File: src/rtl/vga_sync_decoder.sv
// vga_sync_decoder: recovers pixel column/row, lock state and sync errors from a VGA hsync/vsync pair.
// Optional sticky-error event counter is built only when VGA_SYNC_DECODER_ERR_COUNT_EN is defined.
module vga_sync_decoder #(
  parameter int H_ACTIVE = 640,
  parameter int H_FRONT  = 16,
  parameter int H_SYNC   = 96,
  parameter int H_TOTAL  = 800,
  parameter int V_ACTIVE = 480,
  parameter int V_FRONT  = 10,
  parameter int V_SYNC   = 2,
  parameter int V_TOTAL  = 525
) (
  input  logic       clk,
  input  logic       reset_n,
  input  logic       hsync,
  input  logic       vsync,
  input  logic       clr_err,
  output logic [9:0] pixel_x,
  output logic [9:0] pixel_y,
  output logic       active,
  output logic       locked,
  output logic       frame_start,
  output logic [7:0] frame_count,
  output logic       h_err,
  output logic       v_err,
  output logic [7:0] err_count
);

  localparam logic [9:0] H_LOAD   = 10'(H_ACTIVE + H_FRONT);
  localparam logic [9:0] V_LOAD   = 10'(V_ACTIVE + V_FRONT);
  localparam logic [9:0] H_LAST   = 10'(H_TOTAL - 1);
  localparam logic [9:0] V_LAST   = 10'(V_TOTAL - 1);
  localparam logic [9:0] H_ACT    = 10'(H_ACTIVE);
  localparam logic [9:0] V_ACT    = 10'(V_ACTIVE);
  localparam logic [6:0] H_SYNC_W = 7'(H_SYNC);

  // Timings must fit the 10-bit counters and the saturating 7-bit width counter.
  if (H_SYNC < 1 || H_SYNC > 126 || V_SYNC < 1 || V_SYNC >= V_TOTAL ||
      H_TOTAL > 1024 || V_TOTAL > 1024) begin : g_cfg_check
    $error("vga_sync_decoder: timing parameters out of range");
  end

  typedef enum logic [1:0] {
    SEARCH    = 2'd0,
    H_ALIGNED = 2'd1,
    V_ALIGNED = 2'd2,
    LOCKED    = 2'd3
  } state_t;

  state_t     r_state;
  state_t     w_state_nxt;
  logic       r_hs_q;
  logic       r_vs_q;
  logic [6:0] r_hs_width;
  logic [9:0] r_pixel_x;
  logic [9:0] r_pixel_y;
  logic       r_locked;
  logic       r_frame_start;
  logic [7:0] r_frame_count;
  logic       r_h_err;
  logic       r_v_err;

  logic       w_hs_fall;
  logic       w_hs_rise;
  logic       w_vs_fall;
  logic       w_x_wrap;
  logic [9:0] w_x_inc;
  logic [9:0] w_y_inc;
  logic [9:0] w_x_nxt;
  logic [9:0] w_y_nxt;
  logic       w_h_pos_err;
  logic       w_h_wid_err;
  logic       w_h_err_set;
  logic       w_v_err_set;
  logic       w_frame_start_nxt;

  assign w_hs_fall = r_hs_q & ~hsync;
  assign w_hs_rise = ~r_hs_q & hsync;
  assign w_vs_fall = r_vs_q & ~vsync;
  assign w_x_wrap  = (r_pixel_x == H_LAST);
  assign w_x_inc   = w_x_wrap ? 10'd0 : r_pixel_x + 10'd1;

  // Free-running row advance, used both for counting and for the vsync position check.
  always_comb begin
    w_y_inc = r_pixel_y;
    if (w_x_wrap) begin
      if (r_pixel_y == V_LAST) begin
        w_y_inc = 10'd0;
      end else begin
        w_y_inc = r_pixel_y + 10'd1;
      end
    end else begin
      w_y_inc = r_pixel_y;
    end
  end

  // Sync edges re-align the counters; vsync is ignored until horizontal alignment exists.
  assign w_x_nxt = w_hs_fall ? H_LOAD : w_x_inc;
  assign w_y_nxt = (w_vs_fall && (r_state != SEARCH)) ? V_LOAD : w_y_inc;

  assign w_h_pos_err = w_hs_fall && (r_state != SEARCH) && (w_x_inc != H_LOAD);
  assign w_h_wid_err = w_hs_rise && (r_state != SEARCH) && (r_hs_width != H_SYNC_W);
  assign w_h_err_set = w_h_pos_err | w_h_wid_err;
  assign w_v_err_set = w_vs_fall && (r_state == LOCKED) && (w_y_inc != V_LOAD);

  // Lock acquisition; horizontal errors dominate and always fall back to H_ALIGNED.
  always_comb begin
    w_state_nxt = r_state;
    case (r_state)
      SEARCH: begin
        if (w_hs_fall) begin
          w_state_nxt = H_ALIGNED;
        end else begin
          w_state_nxt = SEARCH;
        end
      end
      H_ALIGNED: begin
        if (w_h_err_set) begin
          w_state_nxt = H_ALIGNED;
        end else if (w_vs_fall) begin
          w_state_nxt = V_ALIGNED;
        end else begin
          w_state_nxt = H_ALIGNED;
        end
      end
      V_ALIGNED: begin
        if (w_h_err_set) begin
          w_state_nxt = H_ALIGNED;
        end else if (w_vs_fall && (w_y_inc == V_LOAD)) begin
          w_state_nxt = LOCKED;
        end else begin
          w_state_nxt = V_ALIGNED;
        end
      end
      LOCKED: begin
        if (w_h_err_set) begin
          w_state_nxt = H_ALIGNED;
        end else if (w_v_err_set) begin
          w_state_nxt = V_ALIGNED;
        end else begin
          w_state_nxt = LOCKED;
        end
      end
      default: w_state_nxt = SEARCH;
    endcase
  end

  assign w_frame_start_nxt = (w_x_nxt == 10'd0) && (w_y_nxt == 10'd0) && (w_state_nxt == LOCKED);

  // State, sync history and position counters.
  always_ff @(posedge clk or negedge reset_n) begin
    if (!reset_n) begin
      r_state    <= SEARCH;
      r_hs_q     <= 1'b1;
      r_vs_q     <= 1'b1;
      r_hs_width <= 7'd0;
      r_pixel_x  <= 10'd0;
      r_pixel_y  <= 10'd0;
    end else begin
      r_state   <= w_state_nxt;
      r_hs_q    <= hsync;
      r_vs_q    <= vsync;
      r_pixel_x <= w_x_nxt;
      r_pixel_y <= w_y_nxt;
      if (w_hs_fall) begin
        r_hs_width <= 7'd1;
      end else if (!hsync && (r_hs_width != 7'd127)) begin
        r_hs_width <= r_hs_width + 7'd1;
      end else begin
        r_hs_width <= r_hs_width;
      end
    end
  end

  // Registered status outputs; a new error beats a simultaneous clear.
  always_ff @(posedge clk or negedge reset_n) begin
    if (!reset_n) begin
      r_locked      <= 1'b0;
      r_frame_start <= 1'b0;
      r_frame_count <= 8'd0;
      r_h_err       <= 1'b0;
      r_v_err       <= 1'b0;
    end else begin
      r_locked      <= (w_state_nxt == LOCKED);
      r_frame_start <= w_frame_start_nxt;
      r_frame_count <= r_frame_count + {7'd0, w_frame_start_nxt};
      r_h_err       <= w_h_err_set | (r_h_err & ~clr_err);
      r_v_err       <= w_v_err_set | (r_v_err & ~clr_err);
    end
  end

`ifdef VGA_SYNC_DECODER_ERR_COUNT_EN
  logic [7:0] r_err_count;
  logic       w_err_evt;

  assign w_err_evt = w_h_err_set | w_v_err_set;

  // Saturating count of error events; an event in the clearing cycle counts as the first.
  always_ff @(posedge clk or negedge reset_n) begin
    if (!reset_n) begin
      r_err_count <= 8'd0;
    end else if (clr_err) begin
      r_err_count <= w_err_evt ? 8'd1 : 8'd0;
    end else if (w_err_evt && (r_err_count != 8'd255)) begin
      r_err_count <= r_err_count + 8'd1;
    end else begin
      r_err_count <= r_err_count;
    end
  end

  assign err_count = r_err_count;
`else
  assign err_count = 8'd0;
`endif

  assign pixel_x     = r_pixel_x;
  assign pixel_y     = r_pixel_y;
  assign active      = (r_pixel_x < H_ACT) && (r_pixel_y < V_ACT) && r_locked;
  assign locked      = r_locked;
  assign frame_start = r_frame_start;
  assign frame_count = r_frame_count;
  assign h_err       = r_h_err;
  assign v_err       = r_v_err;

endmodule

File: config.mk
export PLATFORM = sky130hd
export DESIGN_NAME = vga_sync_decoder
export DESIGN_NICKNAME = d
export VERILOG_FILES = /design/src/rtl/vga_sync_decoder.sv
export SDC_FILE = /design/constraint.sdc
export NUM_CORES = 1
export LEC_CHECK = 0
export BUFFER_PORTS_ARGS = -buffer_cell sky130_fd_sc_hd__buf_2
export CAP_MARGIN = 5
export CORE_AREA = 2 2 72 74
export CTS_CLUSTER_SIZE = 20
export DETAILED_ROUTE_END_ITERATION = 8
export DIE_AREA = 0 0 74 76
export MAX_ROUTING_LAYER = met4
export PLACE_DENSITY = 0.87
export SLEW_MARGIN = 20
export SYNTH_ARGS = -nofsm -noshare
export SYNTH_HDL_FRONTEND = slang
export SYNTH_SLANG_ARGS = --single-unit
File: constraint.sdc
create_clock -name clk -period 4.58 [get_ports clk]
set_input_delay 0.458 -clock clk [delete_from_list [all_inputs] [get_ports clk]]
set_output_delay 0.458 -clock clk [all_outputs]
set_load 0.02 [all_outputs]
Word level (Yosys, flattened, before mapping)
Cells that the tools add are included.
{"block": "op_classes", "n_addsub": 4, "n_mul": 0, "div": 0, "magnitude_cmp": 2, "eq_ne": 11, "shift": 0, "mux": 15, "n_bitwise": 12, "reduce_logical": 19}
{"cell": "10-bit two-way mux", "n": 5}
{"cell": "10-bit by 1-bit adder with 10-bit output, second input constant", "n": 2}
{"cell": "10-bit equality test, second input constant", "n": 2}
{"cell": "10-bit logical NOT", "n": 2}
{"cell": "7-bit two-way mux", "n": 2}
{"cell": "7-bit inequality test, second input constant", "n": 2}
{"cell": "1-bit logical AND", "n": 13}
{"cell": "10-bit by 9-bit equality test with 1-bit output, second input constant", "n": 1}
{"cell": "10-bit < comparator, second input constant", "n": 1}
{"cell": "10-bit by 9-bit < comparator with 1-bit output, second input constant", "n": 1}
{"cell": "10-bit inequality test, second input constant", "n": 1}
{"cell": "10-bit by 9-bit inequality test with 1-bit output, second input constant", "n": 1}
{"cell": "8-bit by 1-bit adder with 8-bit output", "n": 1}
{"cell": "2-bit two-way mux", "n": 4}
{"cell": "2-bit case mux with 4 select lines", "n": 1}
{"cell": "7-bit by 1-bit adder with 7-bit output, second input constant", "n": 1}
{"cell": "2-bit equality test, second input constant", "n": 3}
{"cell": "1-bit bitwise AND", "n": 5}
{"cell": "1-bit inverter", "n": 4}
{"cell": "2-bit nonzero test", "n": 2}
{"cell": "1-bit two-way mux", "n": 3}
{"cell": "1-bit OR", "n": 3}
{"cell": "2-bit by 1-bit equality test with 1-bit output, second input constant", "n": 1}
{"cell": "2-bit logical NOT", "n": 1}
{"cell": "1-bit logical NOT", "n": 1}
{"block": "word_totals", "reg_bits": 43, "latch_bits": 0, "ramBits": 0, "romBits": 0, "elab_cells": 74, "mem_count": 0}

Depth between registers and ports, before layout
Gate-level depths: netlist of the first run.
{"block": "depth", "ltp_word": 11, "ltp_mapped": 16}

Least setup slack after synthesis of the first run
No wires, ideal clock.
{"block": "synth_timing", "path_kind": "register to register", "start": "register r_pixel_x[0] (netlist: pixel_x[0])", "end": "register r_frame_count[7] (netlist: frame_count[7])", "setup_time_ns": 0.128, "arrival_ns": 3.367, "required_ns": 4.452, "setup_slack_ns": 1.085, "path_stages_with_launch": 15, "path_cell_list": "dfrtp_1 > ha_1 > and4_1 > clkbuf_1 > a211o_1 > a2111oi_2 > nor2_1 > o21ai_0 > o211a_1 > nor4b_4 > ha_1 > and3_1 > nand3_1 > or2_2 > xnor2_1"}
{"block": "synth_via", "elab_chain_len": 10}
{"element": "start, declared", "line_no": "55", "text": "logic [9:0] r_pixel_x;"}
{"element": "start signal, assigned", "line_no": "163", "text": "r_pixel_x <= w_x_nxt;"}
{"element": "10-bit by 1-bit adder with 10-bit output / 10-bit equality test (equally long branches)", "line_no": "81, 80"}
{"element": "10-bit two-way mux, on equally long branches", "line_no": "81, 86"}
{"element": "10-bit inequality test, or another cell as far along", "line_no": "101", "text": "assign w_h_pos_err = w_hs_fall && (r_state != SEARCH) && (w_x_inc != H_LOAD);"}
{"element": "1-bit logical AND, on equally long branches", "line_no": "101, 104, 129"}
{"element": "1-bit OR, or another cell as far along", "line_no": "103", "text": "assign w_h_err_set = w_h_pos_err | w_h_wid_err;"}
{"element": "2-bit two-way mux, on equally long branches", "line_no": "136, 118, 127"}
{"element": "2-bit case mux with 4 select lines", "line_no": "109", "text": "case (r_state)"}
{"element": "2-bit equality test", "line_no": "148", "text": "assign w_frame_start_nxt = (w_x_nxt == 10'd0) && (w_y_nxt == 10'd0) && (w_state_nxt == LOCKED);"}
{"element": "1-bit logical AND *", "line_no": "148"}
{"element": "named net w_frame_start_nxt", "line_no": "75", "text": "logic w_frame_start_nxt;"}
{"element": "8-bit by 1-bit adder with 8-bit output *", "line_no": "186", "text": "r_frame_count <= r_frame_count + {7'd0, w_frame_start_nxt};"}
{"element": "end signal, assigned", "line_no": "186"}
{"element": "end, declared", "line_no": "59", "text": "logic [7:0] r_frame_count;"}
The timed path passes the listed nets; every way through them passes the cells marked *.
A chain may end at the register's enable or synchronous reset.

Worst setup path after layout of the first run
Ends and elaborated chain as after synthesis.

==> summary.md, run 1 <==
| Metric | Value |
|---|---|
| Post-route ant nets | `0` |
| Most frequent cell after synthesis | `dfrtp_1` |
| Seq cells post-synth | `43` |
| Worst-Skew Late Latency | `0.30 ns` |
| Setup crit end kind | `flip-flop` |
| Slew Viols, Final | `0` |
| Nets@finish | `328` |
| RSZ-0062 raised after global routing | `no` |
| Drt first-iter violations | `168` |
| Row cnt | `26` |
| Pre-Repair DR Iteration Count | `4` |
| Die Area | `0.00562 mm²` |
| Yosys warns | `0` |
| Part of the power in registers | `0.486` |
| Clock Path Buffers | `2` |
| Share of the synthesized area in the top cell type | `0.395` |
| Antenna fix cells | `0` |
| Layout fillers | `438` |
| Largest net degree at the start of global routing | `44` |
| Required @ worst endpoint | `4.78 ns` |
| Core ar. | `0.00491 mm²` |
| Worst EP arrival | `4.19 ns` |
| Clk_skew | `0.0128 ns` |
| Mapped Cells | `285` |
| Vias in the first global route | `2040` |
| Avg Inst Size Synth | `9.11 µm²` |
| Switching share of total power | `0.319` |
| Worst-Margin Slew | `0.911 ns` |
| First-pass GRT wire length | `9250 µm` |
| Vias | `2174` |
| Initial antenna violation count | `0` |
| Clock root buffer | `clkbuf_8` |
| Clk pwr share | `0.303` |
| PwrDens | `338 mW/mm²` |
| Outcome | `completed` |
| Number of flops mapped to enable cells by yosys | `0` |
| Mapped Area | `0.00260 mm²` |
| Worst-path cell chain | `ha_1 > and4_1 > nand3_1 > a2111oi_0 > a31oi_1 > nor4_2 > o211a_1 > nor4b_4 > ha_1 > and3_1 > nand3_1 > or2_2 > xnor2_1` |
| Slowest stage delay, CP | `0.52 ns` |
| Total Power | `976 µW` |
| CTS resizes | `0` |
| Async set-reset flop share out of synthesis | `1.00` |
| CP max FO | `16` |
| Vias per cell | `5.62` |
| Initial Util | `0.529` |
| H-tree Lvls | `2` |
| RR Startpoint | `pixel_x[0]` |
| Total Wirelength | `5360 µm` |
| Sum Neg Setup Slack | `0 ns` |
| Port bufs | `37` |
| Top Ports | `46` |
| Max Freq | `250 MHz` |
| Logic gate share of total power | `0.211` |
| Min Clock Period, post-route | `4.00 ns` |
| Max-slew headroom | `0.392` |
| Die Y | `76 µm` |
| Layout cells sized above 1 | `0.192` |
| Synth cell types | `53` |
| CP Launch Type | `flip-flop` |
| Largest cells by area after synthesis | `dfrtp_1, xnor2_1, xor2_1` |
| TritonCTS clock tree | `yes` |
| Max-cap violations | `0` |
| NetSw | `312 µW` |
| CP bufs+invs | `0` |
| Drt drc | `0` |
| Crit Path Category | `reg -> reg` |
| Seq/Total Area, Yosys | `0.415` |
| Layout Area Growth over Synthesis | `11.3%` |
| Drt wl/cell | `13.9 µm` |
| Hold_buf cts | `0` |
| Fin. Hold Viols | `0` |
| Pint | `665 µW` |
| RD Place Congestion | `0.917` |
| Period utilization | `0.873` |
| Worst hold path class | `in -> async` |
| Top FF cell, synth | `dfrtp_1` |
| GRT Overall Usage | `0.211` |
| Leak | `1.32 nW` |
| DP HPWL | `3860 µm` |
| Critical path origin | `pixel_x[0]` |
| Critical path's top delay family | `simple AND/OR/NAND/NOR gates` |
| Postcts setup bufs | `0` |
| Leading area contributor after synthesis | `dfrtp_1` |
| Setup violations, final | `0` |
| Clock slew at reported path FFs | `0.09 ns` |
| Most common library cells after synthesis | `dfrtp_1, nor2_1, nand2_1` |
| Crit-path slowest cell | `a2111oi_0` |
| Clk sink count | `43` |
| TritonCTS Buffers | `5` |
| Die outline width | `74 µm` |
| VDD IR-drop max | `0.000269 V` |
| Total congestion overflow | `0` |
-- per-layer routing --
metal | share of wire | vias up | GRT usage
li1 | - | 1052 | -
met1 | 0.45 | 1040 | 0.279
met2 | 0.47 | 70 | 0.313
met3 | 0.063 | 12 | 0.0503
met4 | 0.021 | 0 | 0.0818
met5 | 0 | - | -
-- cell usage in the layout, fill, tap and decap left out, types with 2 or more instances in the layout --
cell        n
a2111oi_0   2
a211oi_1    2
a21boi_0    2
a21oi_1    10
a31oi_1     3
and3_1     10
and4_1      2
buf_2      37
clkbuf_8    5
conb_1      8
dfrtp_1    41
dfstp_2     2
ha_1        7
inv_1      12
mux2i_1     2
nand2_1    25
nand2b_1    5
nand3_1    13
nand4_1     7
nand4b_1    3
nor2_1     29
nor2b_1     4
nor3_1      5
nor4_1      5
o21a_1      2
o21ai_0    13
o22ai_1     4
or2_2       3
or3_1       2
or3b_2      3
xnor2_1    13
xor2_1     13
-- logic make-up (layout without fill, tap and decap cells) --
kind of cell | Yosys count | count (layout) | share of synthesized area
muxes | 3 | 3 | 0.0120
and+or+nand+nor | 124 | 124 | 0.262
adders and majority gates | 7 | 7 | 0.0337
AOI/OAI and AO/OA | 48 | 48 | 0.123
DFF | 43 | 43 | 0.415
buffers and inverters | 33 | 58 | 0.0646
xor gates and xnor gates | 26 | 26 | 0.0877
other | 1 | 8 | 0.00144
-- power groups by stage --
stage | Combinational (mW) | Clock, mW | Sequential [mW]
after floorplan | 0.149 | 0 | 0.485
final | 0.206 | 0.296 | 0.474
after CTS | 0.208 | 0.301 | 0.474
after global placement | 0.203 | 0 | 0.476
after detailed placement | 0.206 | 0 | 0.480
after global routing | 0.232 | 0.319 | 0.482
-- sequential cells by signal, indices dropped and copies added, names as in the netlist --
name	flops
frame_count	8
frame_start	1
h_err	1
locked	1
pixel_x	10
pixel_y	10
r_hs_q	1
r_hs_width	7
r_state	2
r_vs_q	1
v_err	1
-- area by class of cell --
type,count,area (µm²),area share
clock inverters,2,37.5,0.0130
flip-flops and latches,43,1080,0.373
clock buffers,6,72.6,0.0251
inverters,12,45.0,0.0156
multi-input cells,216,1380,0.476
well taps,70,87.6,0.0303
repair buffers,38,193,0.0667
-- worst paths after layout --
| path | end | slack [ns] | depth (start not counted) |
|---|---|---|---|
| min in group clk | r_vs_q | 0.28 | 1 |
| max reg2reg | frame_count[7] | 0.58 | 13 |
| min | frame_count[4] | 0.27 | 1 |
| max in group asynchronous | pixel_y[2] | 3.72 | 1 |
| max | frame_count[7] | 0.58 | 13 |
| min reg2reg | frame_count[7] | 0.48 | 1 |
-- through the flow --
step | util | setup WS [ns] | hold slack, ns | instance area [µm²] | cells
floorplan | - | 1.08 | 0.162 | 2620 | 292
global placement | 0.566 | 0.873 | 0.456 | 2780 | 379
detailed placement | 0.566 | 0.664 | 0.474 | 2780 | 379
CTS | 0.588 | 0.623 | 0.268 | 2890 | 387
global route | 0.588 | 0.259 | 0.268 | 2890 | 387
finish | 0.588 | 0.580 | 0.275 | 2890 | 387
No activity file was read; power rests on OpenSTA's default activity.
==> run 2, diff against run 1 <==
--- a/config.mk
+++ b/config.mk
@@ -7,12 +7,12 @@
 export LEC_CHECK = 0
 export BUFFER_PORTS_ARGS = -buffer_cell sky130_fd_sc_hd__buf_2
 export CAP_MARGIN = 5
-export CORE_AREA = 2 2 72 74
+export CORE_AREA = 2 2 76 78
 export CTS_CLUSTER_SIZE = 20
 export DETAILED_ROUTE_END_ITERATION = 8
-export DIE_AREA = 0 0 74 76
+export DIE_AREA = 0 0 78 80
 export MAX_ROUTING_LAYER = met4
-export PLACE_DENSITY = 0.87
+export PLACE_DENSITY = 0.8
 export SLEW_MARGIN = 20
 export SYNTH_ARGS = -nofsm -noshare
 export SYNTH_HDL_FRONTEND = slang
==> run 2 against run 1 <==
Against the previous run:
- register-to-register slack better by 0.06 ns
- first-iteration DRC count shrank 26%
- setup slack better by 0.058 ns
- count of clock-buffer cells in the layout is 1 lower
- critical endpoint unchanged
- largest cell class unchanged
==> summary.md, run 2 (synthesis gave the netlist of run 1 again) <==
| Metric | Value |
|---|---|
| Max-cap violations | `0` |
| Hold slack | `0.268 ns` |
| Worst-Margin Slew | `0.942 ns` |
| Total congestion overflow | `0` |
| Final Non-Filler Cells | `389` |
| Setup violations, final | `0` |
| Worst-Skew Late Latency | `0.30 ns` |
| RD Place Congestion | `0.927` |
| Hold_buf cts | `0` |
| Max-slew headroom | `0.372` |
| Die Y | `80 µm` |
| Most common cell after layout, fill and taps aside | `dfrtp_1` |
| Vias in the first global route | `2102` |
| Leak | `1.33 nW` |
| Crit-path slowest cell | `a2111oi_0` |
| Worst-path cell chain | `ha_1 > and4_1 > nand3_1 > a2111oi_0 > a31oi_1 > nor4_2 > o211a_1 > nor4b_4 > ha_1 > and3_1 > nand3_1 > or2_2 > xnor2_1` |
| Pint | `667 µW` |
| Logic gate share of total power | `0.208` |
| Outcome | `completed` |
| Initial antenna violation count | `0` |
| NetSw | `326 µW` |
| Initial Util | `0.480` |
| Part of the power in registers | `0.480` |
| Setup crit end | `frame_count[7]` |
| Drt drc | `0` |
| PwrDens | `343 mW/mm²` |
| Period utilization | `0.861` |
| Required @ worst endpoint | `4.77 ns` |
| Worst reg-to-reg path cell count | `13` |
| Port bufs | `37` |
| Layout cells sized above 1 | `0.196` |
| DP HPWL | `4070 µm` |
| Worst EP arrival | `4.13 ns` |
| RR Endpoint | `frame_count[7]` |
| Vias per cell | `5.62` |
| Vias | `2185` |
| Clock Path Buffers | `2` |
| VDD IR-drop max | `0.000211 V` |
| Layout fillers | `500` |
| Worst hold path class | `in -> reg` |
| TritonCTS Buffers | `5` |
| Placed Cells | `381` |
| TritonCTS clock tree | `yes` |
| Die Area | `0.00624 mm²` |
| RSZ-0062 raised after global routing | `no` |
| FF-to-FF setup slack | `0.64 ns` |
| Row cnt | `27` |
| Min Clock Period, post-route | `3.94 ns` |
| Switching share of total power | `0.328` |
| GRT Overall Usage | `0.200` |
| Largest net degree at the start of global routing | `44` |
| Nets@finish | `328` |
| Max Freq | `254 MHz` |
| Crit Path Category | `reg -> reg` |
| Top Ports | `46` |
| Sum Neg Setup Slack | `0 ns` |
| Postcts setup bufs | `0` |
| Core ar. | `0.00541 mm²` |
| Drt wl/cell | `14.6 µm` |
| Slowest stage delay, CP | `0.52 ns` |
| Clock root buffer | `clkbuf_8` |
| Layout Area Growth over Synthesis | `11.7%` |
| Die outline width | `78 µm` |
| Clk_skew | `0.00411 ns` |
| Clock slew at reported path FFs | `0.09 ns` |
| Pre-Repair DR Iteration Count | `4` |
| Commonest non-fill, non-tap cells in the layout | `dfrtp_1, buf_2, nor2_1, nand2_1` |
| CP Launch Type | `flip-flop` |
| First-pass GRT wire length | `9690 µm` |
| Critical path origin | `pixel_x[0]` |
| Drt first-iter violations | `125` |
| CP max FO | `16` |
| Fin. Hold Viols | `0` |
| Setup crit end kind | `flip-flop` |
| RR Startpoint | `pixel_x[0]` |
| H-tree Lvls | `2` |
| CTS resizes | `0` |
| Antenna fix cells | `0` |
| Total Wirelength | `5680 µm` |
| Clk sink count | `43` |
| Post-route ant nets | `0` |
| Slew Viols, Final | `0` |
| Clk pwr share | `0.312` |
-- run 2: cell count changes in the layout (fill, tap and decap cells not counted) --
cell	before	now
clkbuf_1	1	0
clkinv_4	0	1
clkinvlp_4	1	0
inv_6	0	1
-- run 2: how the worst min path moves through the flow --
stage	cells past startpoint	end	start
CTS	1	r_vs_q	vsync
floorplan	0	frame_count[0]	reset_n
detailed placement	1	frame_count[7]	frame_count[7]
global route	1	r_vs_q	vsync
global placement	1	frame_count[7]	frame_count[7]
finish	1	r_vs_q	vsync
-- run 2: cell type report --
cell class              instances  area [µm²]  share of cell area
inverters                      12        45.0              0.0155
clock inverters                 3        47.5              0.0164
flip-flops and latches         43        1080               0.372
clock buffers                   5        68.8              0.0237
well taps                      72        90.1              0.0311
repair buffers                 38         193              0.0665
multi-input cells             216        1380               0.475
-- run 2: stage by stage --
step	worst slack [ns]	area [µm²]	utilization	power, mW
floorplan	1.08	2620	-	0.634
global placement	0.903	2780	0.515	0.683
detailed placement	0.706	2780	0.515	0.689
CTS	0.675	2900	0.536	0.998
global route	0.180	2900	0.536	1.05
finish	0.639	2900	0.536	0.993
-- run 2: power groups by stage --
stage	clock network (mW)	registers (mW)	logic [mW]
after floorplan	0	0.485	0.149
after detailed placement	0	0.482	0.207
after global routing	0.329	0.485	0.234
final	0.309	0.477	0.207
after global placement	0	0.478	0.205
after CTS	0.314	0.475	0.210
-- run 2: critical path, delay by kind of cell, from the launching register on --
| kind | cells | cell delay [ns] |
|---|---|---|
| AND/OR/NAND/NOR | 7 | 1.86 |
| AO/OA/AOI/OAI | 3 | 0.84 |
| adder cells (fa/ha/maj) | 2 | 0.55 |
| flip-flops | 1 | 0.48 |
| XOR/XNOR | 1 | 0.12 |
-- run 2: layer usage --
metal / vias up / GRT usage / part of all wire
met4: 0 / 0.0754 / 0.013
met1: 1056 / 0.249 / 0.45
met5: - / - / 0
met3: 7 / 0.0339 / 0.050
met2: 71 / 0.329 / 0.48
li1: 1051 / - / -
